File: src/rtl/data_count_ctrl.sv
// Multi-channel terminal counter with a run/done controller.
// Each channel counts enabled increments up to a shared terminal value latched at start,
// and either wraps to zero or stops there. The controller leaves RUN once every channel has
// reached the terminal value.

// One counter channel. Holds the count, the "terminal seen" flag and the terminal pulse.
module data_count_lane #(
  parameter int WIDTH = 3
) (
  input  logic             clk,
  input  logic             rst,
  input  logic             clr_i,
  input  logic             start_i,
  input  logic             run_i,
  input  logic             en_i,
  input  logic [WIDTH-1:0] term_i,
  input  logic             mode_i,
  output logic [WIDTH-1:0] cnt_o,
  output logic             hit_o,
  output logic             tc_o
);
  logic [WIDTH-1:0] cnt_q, cnt_d, nxt;
  logic             hit_q, hit_d, tc_q, tc_d, at_term, accept;

  assign at_term = (cnt_q == term_i);
  // In stop mode an increment arriving at the terminal value is dropped.
  assign accept  = en_i && !(mode_i && at_term);
  // Wrap mode goes from the terminal value back to zero; otherwise add one modulo 2^WIDTH.
  assign nxt     = at_term ? '0 : cnt_q + 1'b1;

  // Next state: clr beats start, and start beats increments.
  always_comb begin
    cnt_d = cnt_q;
    hit_d = hit_q;
    tc_d  = 1'b0;
    if (clr_i || start_i) begin
      cnt_d = '0;
      hit_d = 1'b0;
    end else if (run_i) begin
      if (at_term) hit_d = 1'b1;
      if (accept) begin
        cnt_d = nxt;
        tc_d  = (nxt == term_i);
      end
    end
  end

  // Channel state registers.
  always_ff @(posedge clk or posedge rst) begin
    if (rst) begin
      cnt_q <= '0;
      hit_q <= 1'b0;
      tc_q  <= 1'b0;
    end else begin
      cnt_q <= cnt_d;
      hit_q <= hit_d;
      tc_q  <= tc_d;
    end
  end

  assign cnt_o = cnt_q;
  assign hit_o = hit_q;
  assign tc_o  = tc_q;
endmodule

module data_count_ctrl #(
  parameter int WIDTH = 3,
  parameter int CH    = 2
) (
  input  logic                clk,
  input  logic                rst,
  input  logic                clr_i,
  input  logic                start_i,
  input  logic [CH-1:0]       en_i,
  input  logic [WIDTH-1:0]    term_val_i,
  input  logic                mode_i,
  output logic [CH*WIDTH-1:0] count_o,
  output logic [CH-1:0]       co_o,
  output logic [CH-1:0]       tc_pulse_o,
  output logic                busy_o,
  output logic                done_o
);
  typedef enum logic [1:0] {IDLE, RUN, DONE} state_e;

  state_e                     state_q, state_d;
  logic [WIDTH-1:0]           term_q, term_d;
  logic                       mode_q, mode_d;
  logic [CH-1:0][WIDTH-1:0]   cnt;
  logic [CH-1:0]              hit;
  logic                       run;

  assign run = (state_q == RUN);

  // Next state and terminal/mode latching.
  always_comb begin
    state_d = state_q;
    term_d  = term_q;
    mode_d  = mode_q;
    if (clr_i) begin
      state_d = IDLE;
      term_d  = '0;
      mode_d  = 1'b0;
    end else if (start_i) begin
      state_d = RUN;
      term_d  = term_val_i;
      mode_d  = mode_i;
    end else if (run && (&hit)) begin
      state_d = DONE;
    end
  end

  // Controller registers.
  always_ff @(posedge clk or posedge rst) begin
    if (rst) begin
      state_q <= IDLE;
      term_q  <= '0;
      mode_q  <= 1'b0;
    end else begin
      state_q <= state_d;
      term_q  <= term_d;
      mode_q  <= mode_d;
    end
  end

  for (genvar i = 0; i < CH; i++) begin : g_lane
    data_count_lane #(.WIDTH(WIDTH)) u_lane (
      .clk     (clk),
      .rst     (rst),
      .clr_i   (clr_i),
      .start_i (start_i),
      .run_i   (run),
      .en_i    (en_i[i]),
      .term_i  (term_q),
      .mode_i  (mode_q),
      .cnt_o   (cnt[i]),
      .hit_o   (hit[i]),
      .tc_o    (tc_pulse_o[i])
    );
    // The terminal flag is only meaningful once a run has been started.
    assign co_o[i] = (cnt[i] == term_q) && (state_q != IDLE);
  end

  assign count_o = cnt;
  assign busy_o  = (state_q == RUN);
  assign done_o  = (state_q == DONE);
endmodule

File: config.mk
export PLATFORM = sky130hd
export DESIGN_NAME = data_count_ctrl
export DESIGN_NICKNAME = d
export VERILOG_FILES = /design/src/rtl/data_count_ctrl.sv
export SDC_FILE = /design/constraint.sdc
export NUM_CORES = 1
export LEC_CHECK = 0
export BUFFER_PORTS_ARGS = -buffer_cell sky130_fd_sc_hd__buf_2
export CORE_MARGIN = 2
export CORE_UTILIZATION = 28
export CTS_CLUSTER_DIAMETER = 80
export CTS_CLUSTER_SIZE = 16
export DETAILED_ROUTE_END_ITERATION = 8
export GPL_TIMING_DRIVEN = 0
export SETUP_SLACK_MARGIN = 0.1
export SLEW_MARGIN = 20
export SYNTH_ARGS = -nofsm -noshare
export SYNTH_HDL_FRONTEND = slang
export SYNTH_SLANG_ARGS = --single-unit
File: constraint.sdc
create_clock -name clk -period 2.1 [get_ports clk]
set_input_delay 0.42 -clock clk [delete_from_list [all_inputs] [get_ports clk]]
set_output_delay 0.42 -clock clk [all_outputs]
set_load 0.005 [all_outputs]
Word-level counts from Yosys, hierarchy flattened

Cells that the tools add are included.

Bits in registers: 16
Bits in latches: 0
RAM bits: 0
ROM bits: 0
Input bits: 10
Output and inout port bits: 12
Memories kept: 0

Add/sub/neg operators: 2
$mul: 0
Div/mod/pow operators: 0
Order comparisons: 0
Equal/unequal tests: 6
Shift-type cells: 0
Multiplexer cells: 27
Bitwise logic cells: 0
Reductions and logical operators: 23

Operator list:

| operator                                             | number |
|---|---|
| 2-to-1 mux 3 bit                                     | 10 |
| 2-to-1 mux 1 bit                                     | 14 |
| nonzero test 2 bit                                   | 7 |
| equality test 3 bit                                  | 4 |
| AND reduction 2 bit                                  | 5 |
| logical AND 1 bit                                    | 7 |
| adder 3 x 1 -> 3 bit (second input constant)         | 2 |
| 2-to-1 mux 2 bit                                     | 3 |
| nonzero test 3 bit                                   | 1 |
| equality test 2 x 1 -> 1 bit (second input constant) | 1 |
| equality test 2 bit (second input constant)          | 1 |
| zero test 1 bit                                      | 2 |
| logical OR 1 bit                                     | 1 |

Depth between registers and ports, before layout

Depth in word-level cells: 7
Mapped depth: 6
Gate-level depth less buffers: 5

Cells and area by module

Synthesis repeated with hierarchy kept, for this count alone.

Cell total of the unflattened synthesis: 116
Area, all modules: 1057.3 um^2

By module, submodules not included:

| module          | instances | cells an instance | area an instance (um^2) | seq. area each (um^2) |
|---|---|---|---|---|
| data_count_lane | 2         | 42                | 357.8                   | 125.1 |
| data_count_ctrl | 1         | 32                | 341.6                   | 150.1 |

Worst setup path after synthesis

No wires, ideal clock.

Kind: reg-to-output
From: register term_q[0]
To: output port co_o[0]
Arrival: 1.193 ns
Slack: 0.487 ns
Cell stages (with the launch flop): 5
Buffers on the path: 1
Path through: dfrtp_1 -> buf_6 -> xor2_4 -> or3_4 -> nor2_1

Longest elaborated chain between the ends: 2

RTL lines:

| item                     | RTL line | source |
|---|---|---|
| start: declaration       | 86       | `logic [WIDTH-1:0] term_q, term_d;` |
| start signal: assignment | 120      | `term_q <= term_d;` |
| equality test 3 bit      | 140      | `assign co_o[i] = (cnt[i] == term_q) && (state_q != IDLE);` |
| logical AND 1 bit        | 140      |  |
| end: declaration         | 78       | `output logic [CH-1:0] co_o,` |

Every way passes these cells.

Worst setup path after layout

From: register term_q[2]
To: output port co_o[0]

Same word-level chain as after synthesis.

==> results.json <==
{
  "status": "complete, no violations",
  "synth_cells": 109,
  "synth.yosys.seq_area_share": 0.370,
  "fin_skew_ps": 0.895,
  "synth_top_flop_cell": "dfrtp_1",
  "cts_setup_buffers": 0,
  "crit_path_start": "term_q[2]",
  "power_density_nw_per_um2": 519,
  "fillers": 391,
  "dp_cells": 177,
  "whs_ps": 252,
  "crit_required_ps": 1680,
  "ioPinCount": 22,
  "final_common_cell": "buf_2",
  "worst-path-max-fanout": 8,
  "p_clk_frac": 0.332,
  "async_reset_ff_frac": 1.00,
  "first_global_vias": 920,
  "multi_input_comb_area_um2": 632,
  "die_h_um": 66.1,
  "finalSetupViolations": 0,
  "vdd_drop_max_uv": 261,
  "fin_setup_tns_ps": 0,
  "endpoint_kind": "primary output",
  "maxCapViolations": 0,
  "path_clk_slew_ps": 60,
  "crit_end": "co_o[0]",
  "root_buffer": "clkbuf_8",
  "r2r_cells": 5,
  "grt_overflow": 0,
  "post_drt_wl_per_cell_um": 13.0,
  "p_total_uw": 680,
  "synth_area_um2": 1080,
  "via_per_inst": 4.92,
  "finalCritPeriodShare": 0.947,
  "hpwl_um": 1890,
  "cp.arrival_ps": 1570,
  "syn_avg_cell_area_um2": 9.92,
  "synth.top_cell.area_share": 0.370,
  "drt_iter0_markers": 14,
  "startpoint_type": "register",
  "slew_headroom": 0.575,
  "power_frac_comb": 0.190,
  "pwr-share-seq": 0.478,
  "clock_latency_ps": 240,
  "tightestPinTransition_ps": 637,
  "placed_cell_area_um2": 1240,
  "max_freq_ghz": 0.503,
  "power.switching_uw": 182,
  "vias": 886,
  "fp.dieW_um": 66.1,
  "swShare": 0.267,
  "r2r_end": "g_lane[0].u_lane.tc_o",
  "grt_usage": 0.122,
  "grt_start_max_net_pins": 17,
  "r2r_start": "g_lane[0].u_lane.cnt_o[0]",
  "nets": 146,
  "postRouteAntennaNets": 0,
  "synth_enable_flop_cells": 0,
  "drtPass1Iterations": 4,
  "mostFrequentLayoutCells": "buf_2, nor2_1, dfrtp_1",
  "cts_sinks": 16,
  "rsz0062_at_grt": "true",
  "drcViolationCount": 0,
  "grt_antenna_before_repair": 0,
  "cts_tree": "built",
  "portBuffers": 20,
  "synth_area_leaders": "dfrtp_1, nor2_1, xor2_4",
  "drive_gt1_frac": 0.311,
  "syn_nets": 121,
  "grt_pass1_wl_um": 4150,
  "synth_seq_cells": 16,
  "core_region_area_um2": 3690,
  "synth_top_area_cell": "dfrtp_1",
  "rows": 22,
  "numCtsBuffers": 3,
  "drt_wl_total_um": 2350,
  "hold_viol": 0,
  "power.leakage_nw": 0.610,
  "pre_cts_slack_ps": 337,
  "hp-class": "input port to async pin",
  "slew_viol_final": 0,
  "n_antenna_cell": 0,
  "setup_ws_ps": 112,
  "stdcell_area_um2": 1310,
  "place_congestion": 0.843,
  "critPathKind": "register to primary output",
  "instances_no_fill": 180,
  "start_util": 0.293,
  "p_int_uw": 499,
  "htreeDepth": 1,
  "post-route-util": 0.355,
  "ys_types": 36,
  "yosysWarnings": 0,
  "dieArea_um2": 4370,
  "area_growth_pct": 21.2,
  "ff_latch_area_um2": 402,
  "reg2reg_slack_ps": 560,
  "clockBufferDepth": 2,
  "ctsHoldBuffers": 0,
  "min_period_ps": 1990
}
[power by group through the flow]
stage	Combinational (mW)	Sequential [mW]	Clock, mW
after floorplan	0.0903	0.328	0
after global placement	0.122	0.330	0
after detailed placement	0.126	0.330	0
after CTS	0.128	0.325	0.231
after global routing	0.144	0.326	0.244
final	0.129	0.325	0.226
[synth_stat cells (2+ instances only)]
master / number
buf_4: 3
nand3_1: 5
inv_1: 2
mux2i_1: 4
xnor2_1: 5
nor2_1: 18
o21ai_0: 4
a21oi_1: 7
buf_6: 3
and3_1: 3
xor2_4: 2
nand3b_1: 5
nand2_1: 4
dfrtp_1: 16
o31ai_1: 2
nor2b_1: 3
ha_1: 2
xor2_1: 2
o21ai_1: 2
[worst max-delay path: stages (launching register included)]
cell and delay [ps]:
dfrtp_1 360, buf_4 170, xor2_2 210, or3_4 360
nor2_1 100, buf_2 120
[state kept, by name, summed over array words and instances (netlist names)]
signal and cells:
term_q 3, state_q 2, g_lane.u_lane.hit_o 2, mode_q 1, g_lane.u_lane.tc_o 2, g_lane.u_lane.cnt_o 6
[repair_timing]
action                     CTS  global route
resized for setup            4             2
pin swaps                    1             0
setup endpoints to repair    2             2
[layout make-up]
type	instances	area share
multi-input cells	84	0.482
inverters	2	0.00573
well taps	48	0.0458
plain buffers	7	0.0516
clock buffers	3	0.0315
flip-flops and latches	16	0.307
repair buffers	20	0.0764
[kinds of logic after synthesis]
logic type | count (synthesis) | share of synthesized area
xor gates and xnor gates | 10 | 0.123
adders and majority gates | 2 | 0.0231
and+or+nand+nor | 44 | 0.215
buffers and inverters | 9 | 0.0637
AOI/OAI and AO/OA | 24 | 0.168
DFF | 16 | 0.370
muxes | 4 | 0.0370
[worst min-delay path by stage]
stage | slack, ps | startpoint | endpoint
floorplan | 330 | rst | g_lane[0].u_lane.cnt_o[0]
global placement | 510 | g_lane[1].u_lane.hit_o | g_lane[1].u_lane.hit_o
detailed placement | 540 | rst | g_lane[1].u_lane.hit_o
CTS | 280 | rst | g_lane[1].u_lane.hit_o
global route | 300 | rst | mode_q
finish | 250 | rst | g_lane[1].u_lane.hit_o
[routing by layer]
| metal | global-route usage | routed length, um |
|---|---|---|
| met1 | 0.157 | 1070 |
| met2 | 0.213 | 1150 |
| met3 | 0.0204 | 114 |
| met4 | 0.0306 | 19 |
| met5 | 0 | 0 |
No activity file was read; power rests on OpenSTA's default activity.
